## src/rtl/cache_perf_ctrl.sv

```systemverilog
// cache_perf_ctrl -- cache performance-counter control block.
//
// Counts read/write hit/miss events and serves a small control-register map
// through a valid/ready request port. Address 7 waits for the write-through
// buffer to drain, then pulses invalidate together with ready.
//
// Ports
//   clk, reset         : single rising-edge clock, synchronous active-high reset
//   valid, addr        : control request, held by the master until ready
//   wtbuf_full/_empty  : write-through buffer status
//   read_hit .. write_miss : per-cycle event strobes
//   rdata              : read data, zero whenever ready=0
//   ready              : one-cycle request acknowledge
//   invalidate         : one-cycle cache invalidate pulse
//
// Build option: define CACHE_PERF_SAT_EN to make the counters saturate at
// all-ones instead of wrapping to zero.

// One event-counter lane: clear beats increment, sticky overflow flag.
module cache_perf_evt_cnt #(
  parameter int CNT_W = 32
) (
  input  logic             clk,
  input  logic             reset,
  input  logic             clr,
  input  logic             inc,
  output logic [CNT_W-1:0] cnt,
  output logic             ovf
);
  logic [CNT_W-1:0] cnt_d, cnt_q;
  logic             ovf_d, ovf_q;

  always_comb begin
    cnt_d = cnt_q;
    ovf_d = ovf_q;
    if (clr) begin
      cnt_d = '0;
      ovf_d = 1'b0;
    end else if (inc) begin
      if (&cnt_q) begin
        ovf_d = 1'b1;
`ifdef CACHE_PERF_SAT_EN
        cnt_d = cnt_q;
`else
        cnt_d = '0;
`endif
      end else begin
        cnt_d = cnt_q + CNT_W'(1);
      end
    end
  end

  always_ff @(posedge clk) begin
    if (reset) begin
      cnt_q <= '0;
      ovf_q <= 1'b0;
    end else begin
      cnt_q <= cnt_d;
      ovf_q <= ovf_d;
    end
  end

  assign cnt = cnt_q;
  assign ovf = ovf_q;
endmodule

module cache_perf_ctrl #(
  parameter int FE_DATA_W   = 32,
  parameter int CNT_W       = 32,
  parameter int CTRL_ADDR_W = 4
) (
  input  logic                   clk,
  input  logic                   reset,
  input  logic                   valid,
  input  logic [CTRL_ADDR_W-1:0] addr,
  input  logic                   wtbuf_full,
  input  logic                   wtbuf_empty,
  input  logic                   read_hit,
  input  logic                   read_miss,
  input  logic                   write_hit,
  input  logic                   write_miss,
  output logic [FE_DATA_W-1:0]   rdata,
  output logic                   ready,
  output logic                   invalidate
);
  localparam int NUM_EVT = 4;  // lane order: read_hit, read_miss, write_hit, write_miss

  localparam logic [CTRL_ADDR_W-1:0] A_HIT    = CTRL_ADDR_W'(0);
  localparam logic [CTRL_ADDR_W-1:0] A_MISS   = CTRL_ADDR_W'(1);
  localparam logic [CTRL_ADDR_W-1:0] A_RHIT   = CTRL_ADDR_W'(2);
  localparam logic [CTRL_ADDR_W-1:0] A_RMISS  = CTRL_ADDR_W'(3);
  localparam logic [CTRL_ADDR_W-1:0] A_WHIT   = CTRL_ADDR_W'(4);
  localparam logic [CTRL_ADDR_W-1:0] A_WMISS  = CTRL_ADDR_W'(5);
  localparam logic [CTRL_ADDR_W-1:0] A_RSTCNT = CTRL_ADDR_W'(6);
  localparam logic [CTRL_ADDR_W-1:0] A_INV    = CTRL_ADDR_W'(7);
  localparam logic [CTRL_ADDR_W-1:0] A_BEMPTY = CTRL_ADDR_W'(8);
  localparam logic [CTRL_ADDR_W-1:0] A_BFULL  = CTRL_ADDR_W'(9);
  localparam logic [CTRL_ADDR_W-1:0] A_FREEZE = CTRL_ADDR_W'(10);
  localparam logic [CTRL_ADDR_W-1:0] A_UNFRZ  = CTRL_ADDR_W'(11);
  localparam logic [CTRL_ADDR_W-1:0] A_STATUS = CTRL_ADDR_W'(12);

  typedef enum logic [1:0] {S_IDLE, S_RESP, S_DRAIN} state_t;

  state_t                        state_d, state_q;
  logic [FE_DATA_W-1:0]          rdata_d, rdata_q;
  logic                          inv_d, inv_q;
  logic                          frozen_d, frozen_q;

  logic [NUM_EVT-1:0]            evt;
  logic [NUM_EVT-1:0][CNT_W-1:0] cnt;
  logic [NUM_EVT-1:0]            ovf;
  logic                          accept, clr_cnt;
  logic [CNT_W:0]                hit_sum, miss_sum;
  logic [FE_DATA_W-1:0]          rd_val;

  assign evt     = {write_miss, write_hit, read_miss, read_hit};
  assign accept  = (state_q == S_IDLE) && valid;
  assign clr_cnt = accept && (addr == A_RSTCNT);

  genvar g;
  for (g = 0; g < NUM_EVT; g++) begin : g_cnt
    cache_perf_evt_cnt #(.CNT_W(CNT_W)) u_cnt (
      .clk   (clk),
      .reset (reset),
      .clr   (clr_cnt),
      .inc   (evt[g] & ~frozen_q),
      .cnt   (cnt[g]),
      .ovf   (ovf[g])
    );
  end

  // Sums carry one extra bit; the cast then zero-extends or truncates.
  assign hit_sum  = {1'b0, cnt[0]} + {1'b0, cnt[2]};
  assign miss_sum = {1'b0, cnt[1]} + {1'b0, cnt[3]};

  always_comb begin
    rd_val = '0;
    case (addr)
      A_HIT:    rd_val = FE_DATA_W'(hit_sum);
      A_MISS:   rd_val = FE_DATA_W'(miss_sum);
      A_RHIT:   rd_val = FE_DATA_W'(cnt[0]);
      A_RMISS:  rd_val = FE_DATA_W'(cnt[1]);
      A_WHIT:   rd_val = FE_DATA_W'(cnt[2]);
      A_WMISS:  rd_val = FE_DATA_W'(cnt[3]);
      A_BEMPTY: rd_val = FE_DATA_W'(wtbuf_empty);
      A_BFULL:  rd_val = FE_DATA_W'(wtbuf_full);
      A_STATUS: rd_val = FE_DATA_W'({ovf, frozen_q});
      default:  rd_val = '0;
    endcase
  end

  // RESP is the single ready cycle for both paths; sitting in RESP while the
  // master still holds valid keeps the same request from being re-accepted.
  always_comb begin
    state_d  = state_q;
    rdata_d  = '0;
    inv_d    = 1'b0;
    frozen_d = frozen_q;
    case (state_q)
      S_IDLE: begin
        if (valid) begin
          if (addr == A_INV) begin
            state_d = S_DRAIN;
          end else begin
            state_d = S_RESP;
            rdata_d = rd_val;
            if (addr == A_FREEZE) frozen_d = 1'b1;
            if (addr == A_UNFRZ)  frozen_d = 1'b0;
          end
        end
      end
      S_RESP:  state_d = S_IDLE;
      S_DRAIN: begin
        if (wtbuf_empty) begin
          state_d = S_RESP;
          inv_d   = 1'b1;
        end
      end
      default: state_d = S_IDLE;
    endcase
  end

  always_ff @(posedge clk) begin
    if (reset) begin
      state_q  <= S_IDLE;
      rdata_q  <= '0;
      inv_q    <= 1'b0;
      frozen_q <= 1'b0;
    end else begin
      state_q  <= state_d;
      rdata_q  <= rdata_d;
      inv_q    <= inv_d;
      frozen_q <= frozen_d;
    end
  end

  assign ready      = (state_q == S_RESP);
  assign rdata      = rdata_q;
  assign invalidate = inv_q;
endmodule

```

## config.mk

```make
export PLATFORM = sky130hd
export DESIGN_NAME = cache_perf_ctrl
export DESIGN_NICKNAME = d
export VERILOG_FILES = /design/src/rtl/cache_perf_ctrl.sv
export SDC_FILE = /design/constraint.sdc
export NUM_CORES = 1
export LEC_CHECK = 0
export ABC_CLOCK_PERIOD_IN_PS = 5090
export CAP_MARGIN = 20
export CORE_UTILIZATION = 48
export CTS_BUF_LIST = sky130_fd_sc_hd__clkbuf_16
export DETAILED_ROUTE_END_ITERATION = 8
export GPL_TIMING_DRIVEN = 0
export PLACE_DENSITY = 0.7
export SYNTH_ARGS = -nofsm -noshare
export SYNTH_HDL_FRONTEND = slang
export SYNTH_SLANG_ARGS = --single-unit
```

## constraint.sdc

```tcl
create_clock -name clk -period 5.09 [get_ports clk]
set_input_delay 1.018 -clock clk [delete_from_list [all_inputs] [get_ports clk]]
set_output_delay 1.018 -clock clk [all_outputs]
set_load 0.01 [all_outputs]
```

* After elaboration in Yosys (flattened, before gate mapping)
Cells that the tools add are included.
Cells by class: add/subtract/negate cells 6, multiplexer cells 12, equality and inequality tests 16, reduce and logical (&&, ||, !) cells 18, bitwise logic cells 9
Operator list (count):
- $pmux W32 S9 | 1
- $reduce_and A33 Y1 | 4
- $add A32 B1 Y32 const B | 4
- $mux W32 | 4
- $reduce_and A32 Y1 | 4
- $add A32 B32 Y32 | 2
- $eq A4 B4 Y1 const B | 5
- $eq A4 B3 Y1 const B | 4
- $eq A4 B2 Y1 const B | 2
- $mux W2 | 3
- $not A1 Y1 | 5
- $and A1 B1 Y1 | 4
- $eq A4 B1 Y1 const B | 1
- $logic_not A4 Y1 | 1
- $ne A2 B2 Y1 const B | 2
- $pmux W2 S2 | 1
- $reduce_and A4 Y1 | 1
- $reduce_or A2 Y1 | 2
- $reduce_or A4 Y1 | 1
- $mux W1 | 3
- $eq A2 B1 Y1 const B | 1
- $eq A2 B2 Y1 const B | 1
- $logic_and A1 B1 Y1 | 2
- $logic_not A2 Y1 | 1
- 2 further kinds | 2
Word-level totals: flip-flop bits (word level) 168, output and inout bits 34

* Depth between registers and ports, before layout
depth after elaboration 4, mapped depth 12, gate-level depth less buffers 12

* Modules after synthesis
Synthesis repeated with hierarchy kept, for this count alone.
Unflattened totals: cells, all modules 1416, area total of the unflattened synthesis 11442.2 sq um
Modules (own cells, without submodules):
- cache_perf_evt_cnt | area each 1540.2 sq um, seq. area each 660.6 sq um, cells each 175, instances 4
- cache_perf_ctrl | area each 5281.3 sq um, seq. area each 720.7 sq um, cells each 716, instances 1

* Least setup slack after synthesis
OpenSTA, ideal clock, no wires.
kind register to register, start point reg g_cnt[0].u_cnt.cnt_q[0], end point reg rdata_q[30] (netlist: rdata[30]), data required time 4.957 ns, data arrival time 2.810 ns, period minus slack after synthesis 2.943 ns, path slack 2.147 ns, stages on the path, launching flop included 12, library setup time 0.133 ns, cell sequence dfxtp_1 ha_1 fa_1 a211oi_1 o21ai_0 a2111oi_2 o31ai_2 a31oi_2 o31ai_2 a221oi_2 or3_1 a31oi_1
Between the ends: cells in the longest elaborated chain, start to end 2
RTL lines:
- start: declaration | line 30 | logic [CNT_W-1:0] cnt_d, cnt_q;
- start signal: assignment | line 58 | cnt_q <= cnt_d;
- $add A32 B32 Y32 | line 133 | assign hit_sum = {1'b0, cnt[0]} + {1'b0, cnt[2]};
- $pmux W32 S9 | line 138 | case (addr)
- end signal: assignment | line 191 | rdata_q <= rdata_d;
- end: declaration | line 105 | logic [FE_DATA_W-1:0] rdata_d, rdata_q;
Every way passes these cells. A chain may end at the register's enable or synchronous reset.

* Final worst setup path
start point in addr[3], end point reg rdata_q[21] (netlist: rdata[21])
Between the ends: cells in the longest elaborated chain, start to end 2, elaborated cells on any way between the ends 12, classes of those cells eq/ne: 9; mux: 1; reduce/logical: 2
RTL lines:
- start: declaration | line 75 | input logic [CTRL_ADDR_W-1:0] addr,
- $eq A4 B4 Y1, or another cell as far along | line 138
- $pmux W32 S9 or $reduce_or A4 Y1 (tied branches)
Several ways; a longest one is shown, not always the timed one.

==> flow_summary.yaml <==
status:
  status: "finished with violations"
  violations: "DRC"
grt:
  grt_usage_pct: 29.3
  antenna_found_initial: 0
  grt_pass1_wl_mm: 53.3
  grt_pass1_vias: 10100
  overflow: 0
  grt_max_degree: 17
clocking:
  insertion_delay_ns: 0.44
  cts_root_buffer: "clkbuf_16"
  clk_path_buf_depth: 2
  cts_resized: 0
  htreeDepth: 4
  cts_tree: "done"
  cts-hold-fix-buffers: 0
  cts.sinks: 168
  cts_made_buffers: 17
  cts.clk_slew.worst_paths_ns: 0.07
  cts_setup_buffers: 0
worst_setup_path:
  reg2reg_from: "g_cnt[0].u_cnt.cnt[0]$_SDFFE_PP0P_"
  worstPathArrival_ns: 4.18
  path_cells: "clkdlybuf4s50_1, nand2b_1, nor3_1, clkbuf_1, clkbuf_1, a222oi_1, a41oi_1"
  crit_family: "buffers and inverters"
  rrSetupSlack_ns: 1.61
  cp_max_fo: 10
  cp-start-kind: "input pin"
  worst-path-buf-inv: 3
  end_kind: "flip-flop"
  worstSetupPathType: "input pin to flip-flop"
  worst_path_max_delay_cell: "nor3_1"
  cpMostUsedCell: "clkbuf_1"
  rr_worst_depth: 11
  critPathRequiredTime_ns: 5.40
  rr_endpoint: "rdata[30]$_SDFF_PP0_"
  slowest_delay_ns: 0.77
synthesis:
  ys_types: 76
  ys_warn_count: 0
  syn_area_um2: 11000
  synth_cells: 1398
  synthArstFlopShare_pct: 0
  syn_area_per_cell_um2: 7.85
  netlist_top_cells_area: "dfxtp_1, nor2_1, ha_1"
  synth_edf_count: 0
  synth_fp_nets: 1479
  ys.flop_type: "dfxtp_1"
  synth_top_area_share_pct: 30.6
  synth_top_area_cell: "dfxtp_1"
  yosysSeqAreaShare_pct: 30.6
  ys_ff_latch: 168
hold_path:
  hold_end: "g_cnt[0].u_cnt.ovf$_SDFFE_PP0P_"
  hp-class: "flip-flop to flip-flop"
  min_delay_path_depth: 2
  min_from: "g_cnt[0].u_cnt.ovf$_SDFFE_PP0P_"
cells_and_area:
  fin_area_um2: 12400
  multi_input_area_um2: 7280
  layout-drive-gt1-share_pct: 4.53
  area_delta_synth_final_pct: 13.2
  fin_util_pct: 56.3
  seq_area_um2: 3360
  diodes: 0
  nNetsFinal: 1546
  n_fill_cell: 2044
sta:
  drv_slew: 0
  fin_skew_ns: 0.00948
  hold_viol_final: 0
  fin_crit_ns: 3.87
  finalSetupViolCount: 0
  grt_setup_unrepaired: "no"
  worstMarginPinSlew_ns: 1.03
  fin_crit_sh_pct: 76.1
  max_freq_mhz: 258
  max_slew_margin_pct: 31.0
  fin_tns_setup_ns: 0
die:
  die_w_um: 153
  fp.dieArea_um2: 23500
  core.rowCount: 54
  io_pins: 47
  start_util_pct: 49.7
  dieHeight_um: 153
  design.core.area_um2: 22100
drt:
  dr.pass1.iters: 9
  ant_nets: 0
  wl_mm: 33.6
  wire_per_inst_um: 19.1
  drc: 2
  drtIter0Drc: 1089
  routed_via_density: 6.05
  vias: 10600
place:
  hpwl_mm: 26.8
  place_area_um2: 11800
  gp_congestion: 0.953
  port_buffers: 46
power_and_ir_drop:
  p_leak_nw: 4.75
  ir_worst_vdd_mv: 0.215
  power.density_nw_per_um2: 228
job:
  cap_viol_max_count: 0
layer usage:
metal | vias up | global-route usage, % | part of all wire [%]
met5 | - | 0 | 0
met4 | 0 | 13.3 | 4.4
met3 | 107 | 6.52 | 8.1
met2 | 438 | 48.6 | 46
met1 | 4926 | 36.2 | 42
li1 | 5160 | - | -
state kept, by name (all words and copies together) (netlist names):
| name | flops |
|---|---|
| state_q | 2 |
| g_cnt.u_cnt.cnt | 128 |
| invalidate | 1 |
| rdata | 32 |
| g_cnt.u_cnt.ovf | 4 |
| frozen_q | 1 |
placed cells by master (no fill, tap or decap), types with 9 or more instances in the layout:
master and n:
a211oi_1 10, a21o_1 23, a21oi_1 78, a221oi_1 15, a222oi_1 29, a31oi_1 15, a41oi_1 9, and3_1 22
clkbuf_1 44, clkbuf_16 17, clkdlybuf4s50_1 46, dfxtp_1 168, ha_1 66, inv_1 30, nand2_1 164, nand2b_1 13
nand3_1 56, nand4_1 35, nor2_1 225, nor2b_1 13, nor3_1 20, o21ai_0 50, or3_1 10, xnor2_1 75
xor2_1 92
cells in the mapped netlist, drive strengths merged, types with 16 or more instances:
library cell	count
nand2	165
a222oi	29
clkbuf	44
xnor2	75
and3	22
xor2	92
a21oi	78
inv	30
nand3	56
a221oi	16
ha	66
a31oi	16
nor2	225
dfxtp	168
nor3	20
nand4	36
a21o	23
o21ai	52
tightest hold or removal path: cells and delay by family, from the launching register on:
kind	cells	cell delay (ns)
flip-flops	1	0.32
AO/OA/AOI/OAI	1	0.06
buffers and inverters	1	0.05
worst max-delay path by stage:
| stage | from | end | slack, ns | cells after the start |
|---|---|---|---|---|
| floorplan | g_cnt[0].u_cnt.cnt[0]$_SDFFE_PP0P_ | rdata[30]$_SDFF_PP0_ | 2.15 | 11 |
| global placement | addr[1] | rdata[18]$_SDFF_PP0_ | 0.59 | 6 |
| detailed placement | addr[1] | rdata[8]$_SDFF_PP0_ | 1.11 | 7 |
| CTS | read_miss | g_cnt[1].u_cnt.cnt[29]$_SDFFE_PP0P_ | 1.57 | 10 |
| global route | addr[1] | rdata[21]$_SDFF_PP0_ | 1.21 | 7 |
| finish | addr[3] | rdata[21]$_SDFF_PP0_ | 1.22 | 7 |
through the flow:
| step | instances | total power (W) | hold slack [ns] | worst slack, ns |
|---|---|---|---|---|
| final | 1758 | 0.00284 | 0.468 | 1.22 |
| after global routing | 1758 | 0.00292 | 0.500 | 1.21 |
| after CTS | 1758 | 0.00286 | 0.469 | 1.57 |
| after detailed placement | 1726 | 0.00148 | 0.459 | 1.11 |
| after global placement | 1724 | 0.00148 | 0.445 | 0.591 |
| after floorplan | 1398 | 0.00143 | 0.422 | 2.15 |
report_power, final:
part | switching [W] | internal (W)
clock network | 0.000594 | 0.000785
logic | 0.0000849 | 0.0000412
registers | 0.0000117 | 0.00132
total | 0.000690 | 0.00215
final cells by class:
class,instances,area share (%)
repair buffers,48,3.82
well taps,280,2.82
multi-input cells,1146,58.6
plain buffers,54,1.84
inverters,30,0.906
flip-flops and latches,168,27.1
clock inverters,15,1.53
clock buffers,17,3.42
cells by family after synthesis:
kind of cell	count (synthesis)	synth area share [%]
compound gates	308	19.6
xor+xnor	167	13.3
flops	168	30.6
buf+inv	84	3.11
fa+ha+maj	68	7.89
mux	6	0.570
simple gates	597	24.9
Power figures use the tool's default switching activity.
